### src/rtl/ysyx_24090012_lsu.sv
// Load/store bus master for the memory stage: aligns byte/half/word accesses
// onto a word-wide valid/ready bus and extends load data on the way back.
module ysyx_24090012_lsu #(
   parameter int unsigned TIMEOUT = 1024
) (
   input  logic        clk,
   input  logic        rst,
   input  logic        req_valid,
   output logic        req_ready,
   input  logic [31:0] req_addr,
   input  logic        req_wen,
   input  logic [1:0]  req_size,
   input  logic        req_unsigned,
   input  logic [31:0] req_wdata,
   output logic        resp_valid,
   output logic [31:0] resp_rdata,
   output logic        resp_err,
   output logic        bus_valid,
   input  logic        bus_ready,
   output logic [31:0] bus_addr,
   output logic [31:0] bus_wdata,
   output logic [3:0]  bus_wmask,
   output logic        bus_wen,
   input  logic [31:0] bus_rdata
);

   localparam int unsigned CNT_W = (TIMEOUT > 1) ? $clog2(TIMEOUT + 1) : 1;

   typedef enum logic [1:0] {
      IDLE = 2'd0,
      REQ  = 2'd1,
      RESP = 2'd2
   } state_t;

   state_t             state_q, state_n;
   logic [CNT_W-1:0]   cnt_q, cnt_n, cnt_inc;
   logic [1:0]         off_q, off_n;
   logic [1:0]         size_q, size_n;
   logic               uns_q, uns_n;
   logic               wen_q, wen_n;

   logic               bus_valid_n, bus_wen_n;
   logic [31:0]        bus_addr_n, bus_wdata_n;
   logic [3:0]         bus_wmask_n;
   logic               resp_valid_n, resp_err_n;
   logic [31:0]        resp_rdata_n;

   logic               illegal_c;
   logic [3:0]         lane_mask_c;
   logic [31:0]        lane_data_c;
   logic [31:0]        shifted_c;
   logic [31:0]        load_ext_c;

   assign req_ready = (state_q == IDLE) && !rst;
   assign cnt_inc   = cnt_q + CNT_W'(1);

   // Request legality and store lane placement, from the live request.
   always_comb begin
      illegal_c   = 1'b0;
      lane_mask_c = 4'b1111;
      lane_data_c = req_wdata;
      case (req_size)
         2'd0: begin
            lane_mask_c = 4'b0001 << req_addr[1:0];
            lane_data_c = {4{req_wdata[7:0]}};
         end
         2'd1: begin
            illegal_c   = req_addr[0];
            lane_mask_c = 4'b0011 << req_addr[1:0];
            lane_data_c = {2{req_wdata[15:0]}};
         end
         2'd2: illegal_c = (req_addr[1:0] != 2'b00);
         default: illegal_c = 1'b1;
      endcase
   end

   // Load data extraction from the latched offset/size/signedness.
   always_comb begin
      shifted_c  = bus_rdata >> {off_q, 3'b000};
      load_ext_c = shifted_c;
      case (size_q)
         2'd0: load_ext_c = uns_q ? {24'h0, shifted_c[7:0]}
                                  : {{24{shifted_c[7]}}, shifted_c[7:0]};
         2'd1: load_ext_c = uns_q ? {16'h0, shifted_c[15:0]}
                                  : {{16{shifted_c[15]}}, shifted_c[15:0]};
         default: load_ext_c = shifted_c;
      endcase
   end

   // Next-state and next-output logic; bus fields hold unless a request is accepted.
   always_comb begin
      state_n      = state_q;
      cnt_n        = cnt_q;
      off_n        = off_q;
      size_n       = size_q;
      uns_n        = uns_q;
      wen_n        = wen_q;
      bus_valid_n  = bus_valid;
      bus_wen_n    = bus_wen;
      bus_addr_n   = bus_addr;
      bus_wdata_n  = bus_wdata;
      bus_wmask_n  = bus_wmask;
      resp_valid_n = 1'b0;
      resp_err_n   = 1'b0;
      resp_rdata_n = 32'h0;

      case (state_q)
         IDLE: begin
            if (req_valid) begin
               off_n  = req_addr[1:0];
               size_n = req_size;
               uns_n  = req_unsigned;
               wen_n  = req_wen;
               if (illegal_c) begin
                  state_n      = RESP;
                  resp_valid_n = 1'b1;
                  resp_err_n   = 1'b1;
               end else begin
                  state_n     = REQ;
                  cnt_n       = '0;
                  bus_valid_n = 1'b1;
                  bus_addr_n  = {req_addr[31:2], 2'b00};
                  bus_wen_n   = req_wen;
                  bus_wmask_n = req_wen ? lane_mask_c : 4'b0000;
                  bus_wdata_n = req_wen ? lane_data_c : 32'h0;
               end
            end
         end
         REQ: begin
            if (bus_ready) begin
               state_n      = RESP;
               bus_valid_n  = 1'b0;
               resp_valid_n = 1'b1;
               resp_rdata_n = wen_q ? 32'h0 : load_ext_c;
            end else if ((TIMEOUT != 0) && (cnt_inc == CNT_W'(TIMEOUT))) begin
               state_n      = RESP;
               bus_valid_n  = 1'b0;
               resp_valid_n = 1'b1;
               resp_err_n   = 1'b1;
            end else begin
               cnt_n = cnt_inc;
            end
         end
         RESP: state_n = IDLE;
         default: state_n = IDLE;
      endcase
   end

   always_ff @(posedge clk) begin
      if (rst) begin
         state_q    <= IDLE;
         cnt_q      <= '0;
         off_q      <= 2'b00;
         size_q     <= 2'b00;
         uns_q      <= 1'b0;
         wen_q      <= 1'b0;
         bus_valid  <= 1'b0;
         bus_wen    <= 1'b0;
         bus_addr   <= 32'h0;
         bus_wdata  <= 32'h0;
         bus_wmask  <= 4'b0000;
         resp_valid <= 1'b0;
         resp_err   <= 1'b0;
         resp_rdata <= 32'h0;
      end else begin
         state_q    <= state_n;
         cnt_q      <= cnt_n;
         off_q      <= off_n;
         size_q     <= size_n;
         uns_q      <= uns_n;
         wen_q      <= wen_n;
         bus_valid  <= bus_valid_n;
         bus_wen    <= bus_wen_n;
         bus_addr   <= bus_addr_n;
         bus_wdata  <= bus_wdata_n;
         bus_wmask  <= bus_wmask_n;
         resp_valid <= resp_valid_n;
         resp_err   <= resp_err_n;
         resp_rdata <= resp_rdata_n;
      end
   end

endmodule

### config.mk
export PLATFORM = sky130hd
export DESIGN_NAME = ysyx_24090012_lsu
export DESIGN_NICKNAME = d
export VERILOG_FILES = /design/src/rtl/ysyx_24090012_lsu.sv
export SDC_FILE = /design/constraint.sdc
export NUM_CORES = 1
export LEC_CHECK = 0
export CORE_ASPECT_RATIO = 1.4
export CORE_MARGIN = 4
export CORE_UTILIZATION = 45
export CTS_BUF_LIST = sky130_fd_sc_hd__clkbuf_8
export DETAILED_ROUTE_END_ITERATION = 8
export GPL_ROUTABILITY_DRIVEN = 0
export PLACE_DENSITY = 0.83
export SLEW_MARGIN = 20
export SYNTH_ARGS = -nofsm -noshare
export SYNTH_HDL_FRONTEND = slang
export SYNTH_SLANG_ARGS = --single-unit
export TNS_END_PERCENT = 5
### constraint.sdc
create_clock -name clk -period 2.63 [get_ports clk]
set_input_delay 0.263 -clock clk [delete_from_list [all_inputs] [get_ports clk]]
set_output_delay 0.263 -clock clk [all_outputs]
set_load 0.03 [all_outputs]
==> key figures, run 1 <==
Synth
  – Primary FF master, synth: dfxtp_1
  – Area share of and/or/nand/nor cells after synthesis: 19.6%
  – Synth Cell Area: 0.00519 mm^2
  – Synthesized-area fraction occupied by ao, oa, aoi and oai cells: 17.4%
  – Number of unique standard cell types used by synthesis: 43
  – Ys async rst share: 0%
  – Portion of netlist area occupied by mux cells: 10.8%
  – Parity-gate share of the synthesized area counting xor and xnor cells: less than 1%
  – Combinational family with the most area after synthesis: simple AND/OR/NAND/NOR gates
  – Syn avg cell area: roughly 8.4 um^2
  – Seq/Total Area, Yosys: 46.7%
  – Post-Syn Instances: 621
  – Yosys warning total: 0
  – Number of register bits inferred by synthesis: 121
  – Arithmetic-cell share of the synthesized area counting full adders, half adders and majority gates: 0.241%
  – Number of synthesized flops with an enable pin: 0

STA
  – Slew at the pin with the worst max-slew slack: 0.662 ns
  – Number of max-slew violations in the final report: 0
  – Post-Route Setup TNS: 0 ns
  – Worst Skew: 0.0141 ns
  – Final cycle utilization of the critical path: 92.2%
  – Highest clock rate: 0.412 GHz
  – Tightest slew margin relative to the limit: 55.9%
  – Setup repair after global routing missed its margin: no
  – Hold Violations, Final: 0
  – Number of failing setup endpoints in the final timing report: 0
  – Clock period minus final worst setup slack: 2.43 ns

Clocking
  – Clock-pin slew on the worst setup and hold paths: 0.07 ns
  – Clock tree from TritonCTS: built
  – Number of clock sinks: 121
  – Clock network latency to the later pin of the worst-skew pair: 0.43 ns
  – Number of buffers created by CTS: 17
  – Clk root buf: clkbuf_8
  – CTS Hold Buffers Added: 0
  – H-tree lvl count: 4
  – Setup Buffers After CTS: 0
  – Post-cts resize count: 0
  – Maximum clock path buffer count: 2

Finish
  – Commonest non-fill, non-tap cells in the layout: clkdlybuf4s50_1 (205), dfxtp_1 (121), nand2_1 (108), a21oi_1 (75), nor2_1 (62)
  – Commonest non-fill, non-tap cell in the layout: clkdlybuf4s50_1
  – Finished Core Util: between 60% and 70%
  – Area growth syn-to-layout: 49.1%
  – Final net count: 914
  – Ant diodes: 0
  – Layout cells sized above 1: 9.51%

Die
  – Overall die width: 98.8 um
  – Die Y-Extent: around 140 um
  – Core Rows: 46
  – Starting Density: 45.8%
  – Area of the core: 0.0113 mm^2
  – Die Outline Area: 0.0133 mm^2
  – Ports: about 210

Power and ir drop
  – Pwr Density: between 500 and 600 mW/mm^2
  – Internal power contribution: 3.16 mW
  – Net load switching power: between 1 and 1.5 mW
  – Switching part of the total power: 26.9%
  – Maximum vdd ir drop: between 0.4 and 0.5 mV
  – Share of power burned in combinational logic: 18.3%
  – Sequential cell fraction of total power: 44.8%
  – Leakage power: 2.79 nW
  – Clock group share of total power: 36.8%

Route
  – Length of the first detailed-routing pass in iterations: 5
  – Routed wire length: 16900 um
  – Post-DR wirelength/cell: 17.5 um
  – Routed vias: 5357
  – Post-route DRC: 0
  – DR iter-0 viols: 252
  – Post-detailed-route via-to-cell ratio: 5.56
  – Number of antenna-violating nets in the routed design: 0

Setup path
  – Data required time of the critical path: 2.97 ns
  – Kind of launch point of the worst setup path: register
  – Critical Path AT: 2.76 ns
  – Crit Path Class: register to register
  – CP Capture Type: register
  – Top fanout value on the critical path: 8
  – Minimum setup slack among reg-to-reg paths: 0.20 ns

Global route
  – Number of global-route vias before repair: 5340
  – Overall track demand over capacity in global routing: between 20% and 30%
  – Number of antenna violations at the first check in global routing: 0
  – Global-route congestion overflow total: 0
  – Global-route wire length before repair: 26400 um
  – Largest net degree at the start of global routing: a little under 60

Flow run
  – Max-cap violations: 0

Place
  – Port Buffers: 206
  – Detail Placement HPWL: 12600 um

Worst hold path
  – Hold Path Class: input port to register

Run status
  – Result of the run: complete, no violations
-- layout make-up --
class	count	area, um^2
Tap cell	144	180
Sequential cell	121	2420
Clock buffer	20	275
Clock inverter	10	105
Inverter	4	15.0
Multi-Input combinational cell	443	2540
Fill cell	905	3600
Timing Repair Buffer	222	2200
-- registers in the layout, indices dropped and copies added (netlist names) --
signal      count
bus_addr       30
bus_valid       1
bus_wdata      32
bus_wen         1
bus_wmask       4
cnt_q          11
off_q           2
resp_err        1
resp_rdata     32
resp_valid      1
size_q          2
state_q         2
uns_q           1
wen_q           1
-- kinds of logic (layout without fill, tap and decap cells) --
kind of cell | Yosys count | after routing
flip-flops | 121 | 121
AND/OR/NAND/NOR | 232 | 232
buffers and inverters | 58 | 256
AO/OA/AOI/OAI | 154 | 154
adder cells (fa/ha/maj) | 1 | 1
other | 1 | 2
XOR/XNOR | 1 | 1
multiplexers | 53 | 53
-- critical path: stages (launching register included) --
cell     delay (ns)
dfxtp_1        0.39
ha_1           0.26
xor2_1         0.15
or4_1          0.41
a221o_1        0.40
o21ai_4        0.26
buf_4          0.19
nand3_1        0.07
a31oi_1        0.21
-- synth_stat cells (5+ instances only) --
library cell | number | area [um^2]
buf_1 | 5 | 18.8
a31oi_1 | 6 | 37.5
a21oi_1 | 75 | 375
dfxtp_1 | 121 | 2420
nand3_1 | 17 | 85.1
a211oi_1 | 7 | 52.6
nor2_1 | 63 | 236
mux2i_1 | 28 | 280
nor3_1 | 8 | 40.0
o21ai_0 | 24 | 120
a22oi_1 | 34 | 255
clkbuf_1 | 39 | 146
mux2_2 | 25 | 282
nand2_1 | 108 | 405
nor2b_1 | 7 | 43.8
buf_4 | 5 | 37.5
-- layer usage --
| metal | share of wire [%] | GRT usage [%] | up-vias |
|---|---|---|---|
| li1 | - | - | 2530 |
| met1 | 34 | 24.5 | 2517 |
| met2 | 55 | 46.6 | 264 |
| met3 | 7.7 | 8.37 | 46 |
| met4 | 2.6 | 9.04 | 0 |
| met5 | 0 | 0 | - |
-- final timing paths --
| path | start | endpoint | cells past startpoint |
|---|---|---|---|
| max | cnt_q[0]$_SDFFE_PP0P_ | cnt_q[8]$_SDFFE_PP0P_ | 8 |
| min | rst | off_q[0]$_SDFFE_PP0P_ | 3 |
| max reg2reg | cnt_q[0]$_SDFFE_PP0P_ | cnt_q[8]$_SDFFE_PP0P_ | 8 |
| min reg2reg | bus_addr[6]$_SDFFE_PP0P_ | bus_addr[6]$_SDFFE_PP0P_ | 2 |
-- power groups by stage --
stage / clock, mW / combinational, mW / sequential [mW]
2_1_floorplan: 0 / 0.316 / 2.07
3_3_place_gp: 0 / 0.770 / 1.97
3_5_place_dp: 0 / 0.786 / 1.97
4_1_cts: 1.62 / 0.792 / 1.93
5_1_grt: 1.70 / 0.844 / 1.94
6_report: 1.59 / 0.792 / 1.94
-- stage by stage --
stage	setup slack, ns	instance area (um^2)	hold WS, ns	power (mW)	cells
after floorplan	0.350	5200	0.396	2.38	622
after global placement	0.318	7350	0.442	2.74	934
after detailed placement	0.191	7350	0.446	2.76	934
after CTS	0.181	7730	0.351	4.35	964
after global routing	0.0633	7740	0.363	4.49	964
final	0.204	7740	0.376	4.32	964
Note: power is estimated with default switching activity, not from simulation.
==> run 2: changes to the inputs <==
CORE_MARGIN = default   (was 4)
clock period = 2.6 ns   (was 2.63 ns; I/O delays follow)
==> key figures, run 2 (synthesis results as in run 1) <==
Run status
  – Result of the run: complete, no violations

STA
  – Final cycle utilization of the critical path: 93.7%
  – Tightest slew margin relative to the limit: a little under three fifths
  – Number of failing setup endpoints in the final timing report: 0
  – Post-Route Setup TNS: 0 ns
  – Number of max-slew violations in the final report: 0
  – Slew at the pin with the worst max-slew slack: 0.663 ns
  – Hold Violations, Final: 0
  – Setup repair after global routing missed its margin: no
  – Highest clock rate: 0.411 GHz
  – Clock period minus final worst setup slack: ~2.4 ns
  – Worst Skew: between 0.008 and 0.009 ns
  – Final worst slack: ~0.16 ns

Die
  – Die Outline Area: about 0.012 mm^2
  – Die Y-Extent: between 100 and 150 um
  – Area of the core: 0.0113 mm^2
  – Ports: 209
  – Overall die width: 92.8 um
  – Starting Density: 46.0%
  – Core Rows: 46

Clocking
  – Clock tree from TritonCTS: built
  – Maximum clock path buffer count: 2
  – Clock network latency to the later pin of the worst-skew pair: 0.42 ns
  – Clock-pin slew on the worst setup and hold paths: 0.07 ns
  – Number of clock sinks: approximately 120
  – Number of buffers created by CTS: 17
  – H-tree lvl count: 4
  – Clk root buf: clkbuf_8
  – CTS Hold Buffers Added: 0
  – Post-cts resize count: 0
  – Setup Buffers After CTS: 0

Finish
  – Ant diodes: 0
  – Commonest non-fill, non-tap cell in the layout: clkdlybuf4s50_1
  – Layout cells sized above 1: 9.99%
  – Finished Core Util: 68.3%
  – Commonest non-fill, non-tap cells in the layout: clkdlybuf4s50_1 (205), dfxtp_1 (121), nand2_1 (108), a21oi_1 (75), nor2_1 (62)
  – Registers with the most flip-flops: bus_wdata (32), resp_rdata (32), bus_addr (30)
  – Area growth syn-to-layout: 48.4%
  – Final net count: 916
  – Filler Cell Count: 929

Setup path
  – Kind of launch point of the worst setup path: register
  – Worst Path Buf+Inv: 1
  – Critical Path AT: 2.77 ns
  – Data required time of the critical path: between 2 and 3 ns
  – R2r endpoint: cnt_q[9]$_SDFFE_PP0P_
  – Delay of the slowest cell on the worst path: 0.46 ns
  – Crit Path Class: register to register
  – FF-to-FF Start: cnt_q[0]$_SDFFE_PP0P_
  – CP Capture Type: register
  – Minimum setup slack among reg-to-reg paths: 0.16 ns
  – Worst reg-to-reg path cell count: 8
  – Slowest cell on the critical path: dfxtp_1
  – Top fanout value on the critical path: 8
  – List of cells traversed by the critical path: ha_2 -> xor2_1 -> or4_1 -> a221o_1 -> o21ai_4 -> buf_4 -> nand3_1 -> a31oi_1
  – Kind of cell adding the most delay to the critical path: compound AO/OA/AOI/OAI gates

Route
  – Number of antenna-violating nets in the routed design: 0
  – Post-route DRC: 0
  – Post-detailed-route via-to-cell ratio: 5.39
  – Routed vias: ~5200
  – Post-DR wirelength/cell: 16.4 um
  – Routed wire length: 15900 um
  – DR iter-0 viols: 371
  – Length of the first detailed-routing pass in iterations: 5

Global route
  – Overall track demand over capacity in global routing: 25.9%
  – Largest net degree at the start of global routing: 60
  – Global-route wire length before repair: 24600 um
  – Global-route congestion overflow total: 0
  – Number of antenna violations at the first check in global routing: 0
  – Number of global-route vias before repair: 5116

Power and ir drop
  – Pwr Density: approximately 550 mW/mm^2
  – Post-route total power: 4.27 mW
  – Leakage power: 2.77 nW
  – Maximum vdd ir drop: between 0.4 and 0.5 mV

Worst hold path
  – Start point of the worst min-delay path: rst
  – Number of cells on the worst hold path: 3
  – Hold Path Class: input port to register
  – End point of the worst hold path: bus_addr[12]$_SDFFE_PP0P_

Place
  – Post-placement setup slack: 0.104 ns
  – Port Buffers: 206
  – Detail Placement HPWL: around 12000 um

Flow run
  – Max-cap violations: 0
-- run 2: cell count changes in the layout (fill, tap and decap cells not counted) --
cell,change
buf_12,-2
buf_4,+4
bufinv_16,-1
clkinv_2,+2
ha_1,-1
ha_2,+1
inv_1,-2
-- run 2: layout make-up --
class                      instances  area, um^2  area share (%)
tap                              144         180            2.34
clock buffer                      20         275            3.57
inverter                           4        15.0           0.195
multi-input combinational        443        2540            33.0
clock inverter                     9        77.6            1.01
timing repair buffer             224        2190            28.4
sequential                       121        2420            31.4
-- run 2: metrics by stage --
step / hold slack [ns] / instances / area [um^2]
6_report: 0.364 / 965 / 7710
5_1_grt: 0.363 / 965 / 7710
3_3_place_gp: 0.441 / 936 / 7340
3_5_place_dp: 0.446 / 936 / 7340
4_1_cts: 0.320 / 965 / 7700
2_1_floorplan: 0.393 / 622 / 5200
-- run 2: worst max path at each step --
stage,from,end,slack (ns),cells past startpoint
floorplan,cnt_q[0]$_SDFFE_PP0P_,cnt_q[0]$_SDFFE_PP0P_,0.32,8
global placement,cnt_q[0]$_SDFFE_PP0P_,cnt_q[0]$_SDFFE_PP0P_,0.25,7
detailed placement,cnt_q[0]$_SDFFE_PP0P_,cnt_q[9]$_SDFFE_PP0P_,0.10,8
CTS,cnt_q[0]$_SDFFE_PP0P_,cnt_q[9]$_SDFFE_PP0P_,0.1,8
global route,cnt_q[0]$_SDFFE_PP0P_,cnt_q[9]$_SDFFE_PP0P_,0.003,8
finish,cnt_q[0]$_SDFFE_PP0P_,cnt_q[9]$_SDFFE_PP0P_,0.16,8
-- run 2: worst min-delay path: cells and delay by family --
| kind | cells | cell delay, ns |
|---|---|---|
| buf+inv | 2 | 0.34 |
| compound gates | 1 | 0.14 |
-- run 2: routing by layer --
layer  track usage, %  part of all wire, %  up-vias  wire length [um]
met5                0                    0        -                 0
met4             11.4                  2.9        0               462
met3             7.10                  7.0       41              1110
met2             46.7                   52      224              8270
met1             28.3                   38     2408              6020
li1                 -                    -     2528                 -
-- run 2: power by group --
group | total, mW | switching (mW) | leakage, nW | internal (mW)
registers | 1.96 | 0.0390 | 0.981 | 1.92
logic | 0.793 | 0.423 | 1.60 | 0.370
clock network | 1.52 | 0.713 | 0.183 | 0.805
==> RTL change, RTL diff (config.mk and constraints of run 2) <==
The 3 states of `state_t` get a one-hot encoding in 3 bits.
--- a/src/rtl/ysyx_24090012_lsu.sv
+++ b/src/rtl/ysyx_24090012_lsu.sv
@@ -26,10 +26,10 @@
 
    localparam int unsigned CNT_W = (TIMEOUT > 1) ? $clog2(TIMEOUT + 1) : 1;
 
-   typedef enum logic [1:0] {
-      IDLE = 2'd0,
-      REQ  = 2'd1,
-      RESP = 2'd2
+   typedef enum logic [2:0] {
+      IDLE = 3'b001,
+      REQ  = 3'b010,
+      RESP = 3'b100
    } state_t;
 
    state_t             state_q, state_n;
Behaviour: same outputs for any inputs over 4 cycles, from zero or initial values and one cycle with rst high; so few cycles prove little.
==> RTL change against run 2 <==
- synthesized cell count down 2.9%
- setup slack better by 130 ps
- largest power group unchanged
- design area down 0.11%
- largest cell class unchanged
- first-iteration DRC count down 18%
- count of clock-buffer cells in the layout unchanged
- sequential share of layout area up 0.30 points
- power up 1.8%
- area after synthesis down 1.1%
- wire length down 1.4%
- combinational power down 4.7%
- sequential cell count up 1
==> RTL change: results (changes against run 2) <==
| Metric | Value |
|---|---|
| DP Worst Slack | 132 ps (+28.0 ps) |
| Post-synthesis xor/xnor area fraction | 0.341% (+0.17 points) |
| Via Count | 5151 (-0.96%) |
| Synth Area in Compound Gates | 17.6% (+0.17 points) |
| Slew Limit Headroom | 56.2% (+0.37 points) |
| Share of cells above drive strength 1 | 9.63% (-0.36 points) |
| 1st-iter DRT viols | 303 (-18%) |
| Status | complete, no violations |
| Placed cell count | 920 (-1.7%) |
| Met2 Use GR | 47.9% (+1.2 points) |
| Nets | 903 (-1.4%) |
| Largest net degree at the start of global routing | 71 (+18%) |
| Number of global-route vias before repair | 5144 (+0.55%) |
| Cell variety after synth | 50 (+16%) |
| Global Route Usage Sum | 26.9% (+0.97 points) |
| WL/cell | 16.5 um (about the same) |
| M3 GR Usage | 9.46% (+2.4 points) |
| Post-detail-place hpwl | 11.7 mm (+0.69%) |
| Non-filler instance count after layout | 951 (-1.5%) |
| Placed Instance Area | 7310 um^2 (-0.41%) |
| Setup Skew | 9.93 ps (+1.87 ps) |
| Post-Synthesis Cells | 603 (-2.9%) |
| LEAKAGE | 0.00285 uW (+2.8%) |
| Crit path DAT | 2620 ps (-150 ps) |
| Mux contribution to synthesized area | 10.9% (+0.12 points) |
-- RTL change: cell count changes after synthesis, sizes merged, moves of 5 or more --
cell / before / now
a21oi: 75 / 69
a31oi: 6 / 1
clkbuf: 40 / 30
nand3: 17 / 10
nor3: 8 / 3
-- RTL change: worst max-delay path, stage by stage (launching register included) --
cell     delay [ps]
dfxtp_1         380
ha_1            260
nand4_2         170
o211a_1         260
nor3_2          270
o21ai_2         220
and2b_1         280
a221o_1         360
-- RTL change: worst paths after layout --
check                                                from                         to  slack [ps]  cells after the start
worst max-delay path                cnt_q[0]$_SDFFE_PP0P_      cnt_q[3]$_SDFFE_PP0P_         290                      7
worst min-delay path                                  rst      off_q[0]$_SDFFE_PP0P_         320                      3
worst max register to register      cnt_q[0]$_SDFFE_PP0P_      cnt_q[3]$_SDFFE_PP0P_         290                      7
worst min register to register  bus_addr[22]$_SDFFE_PP0P_  bus_addr[22]$_SDFFE_PP0P_         450                      2
-- RTL change: where the power goes --
group          internal, uW  total [uW]  switching (uW)
Combinational           358         756             399
Sequential             1930        1960            37.2
Clock                   904        1620             719
Total                  3190        4340            1150
-- RTL change: final cells by class --
| type | count | area [um^2] |
|---|---|---|
| fill | 885 | 3280 |
| multi-input combinational | 431 | 2500 |
| sequential | 122 | 2440 |
| timing repair buffer | 220 | 2170 |
| clock buffer | 20 | 275 |
| tap | 141 | 176 |
| clock inverter | 11 | 105 |
| inverter | 6 | 22.5 |
-- RTL change: metal layers --
| metal | vias to the layer above | part of all wire, % |
|---|---|---|
| li1 | 2470 | - |
| met1 | 2406 | 36 |
| met3 | 37 | 8.2 |
| met5 | - | 0 |
| met2 | 238 | 52 |
| met4 | 0 | 3.7 |
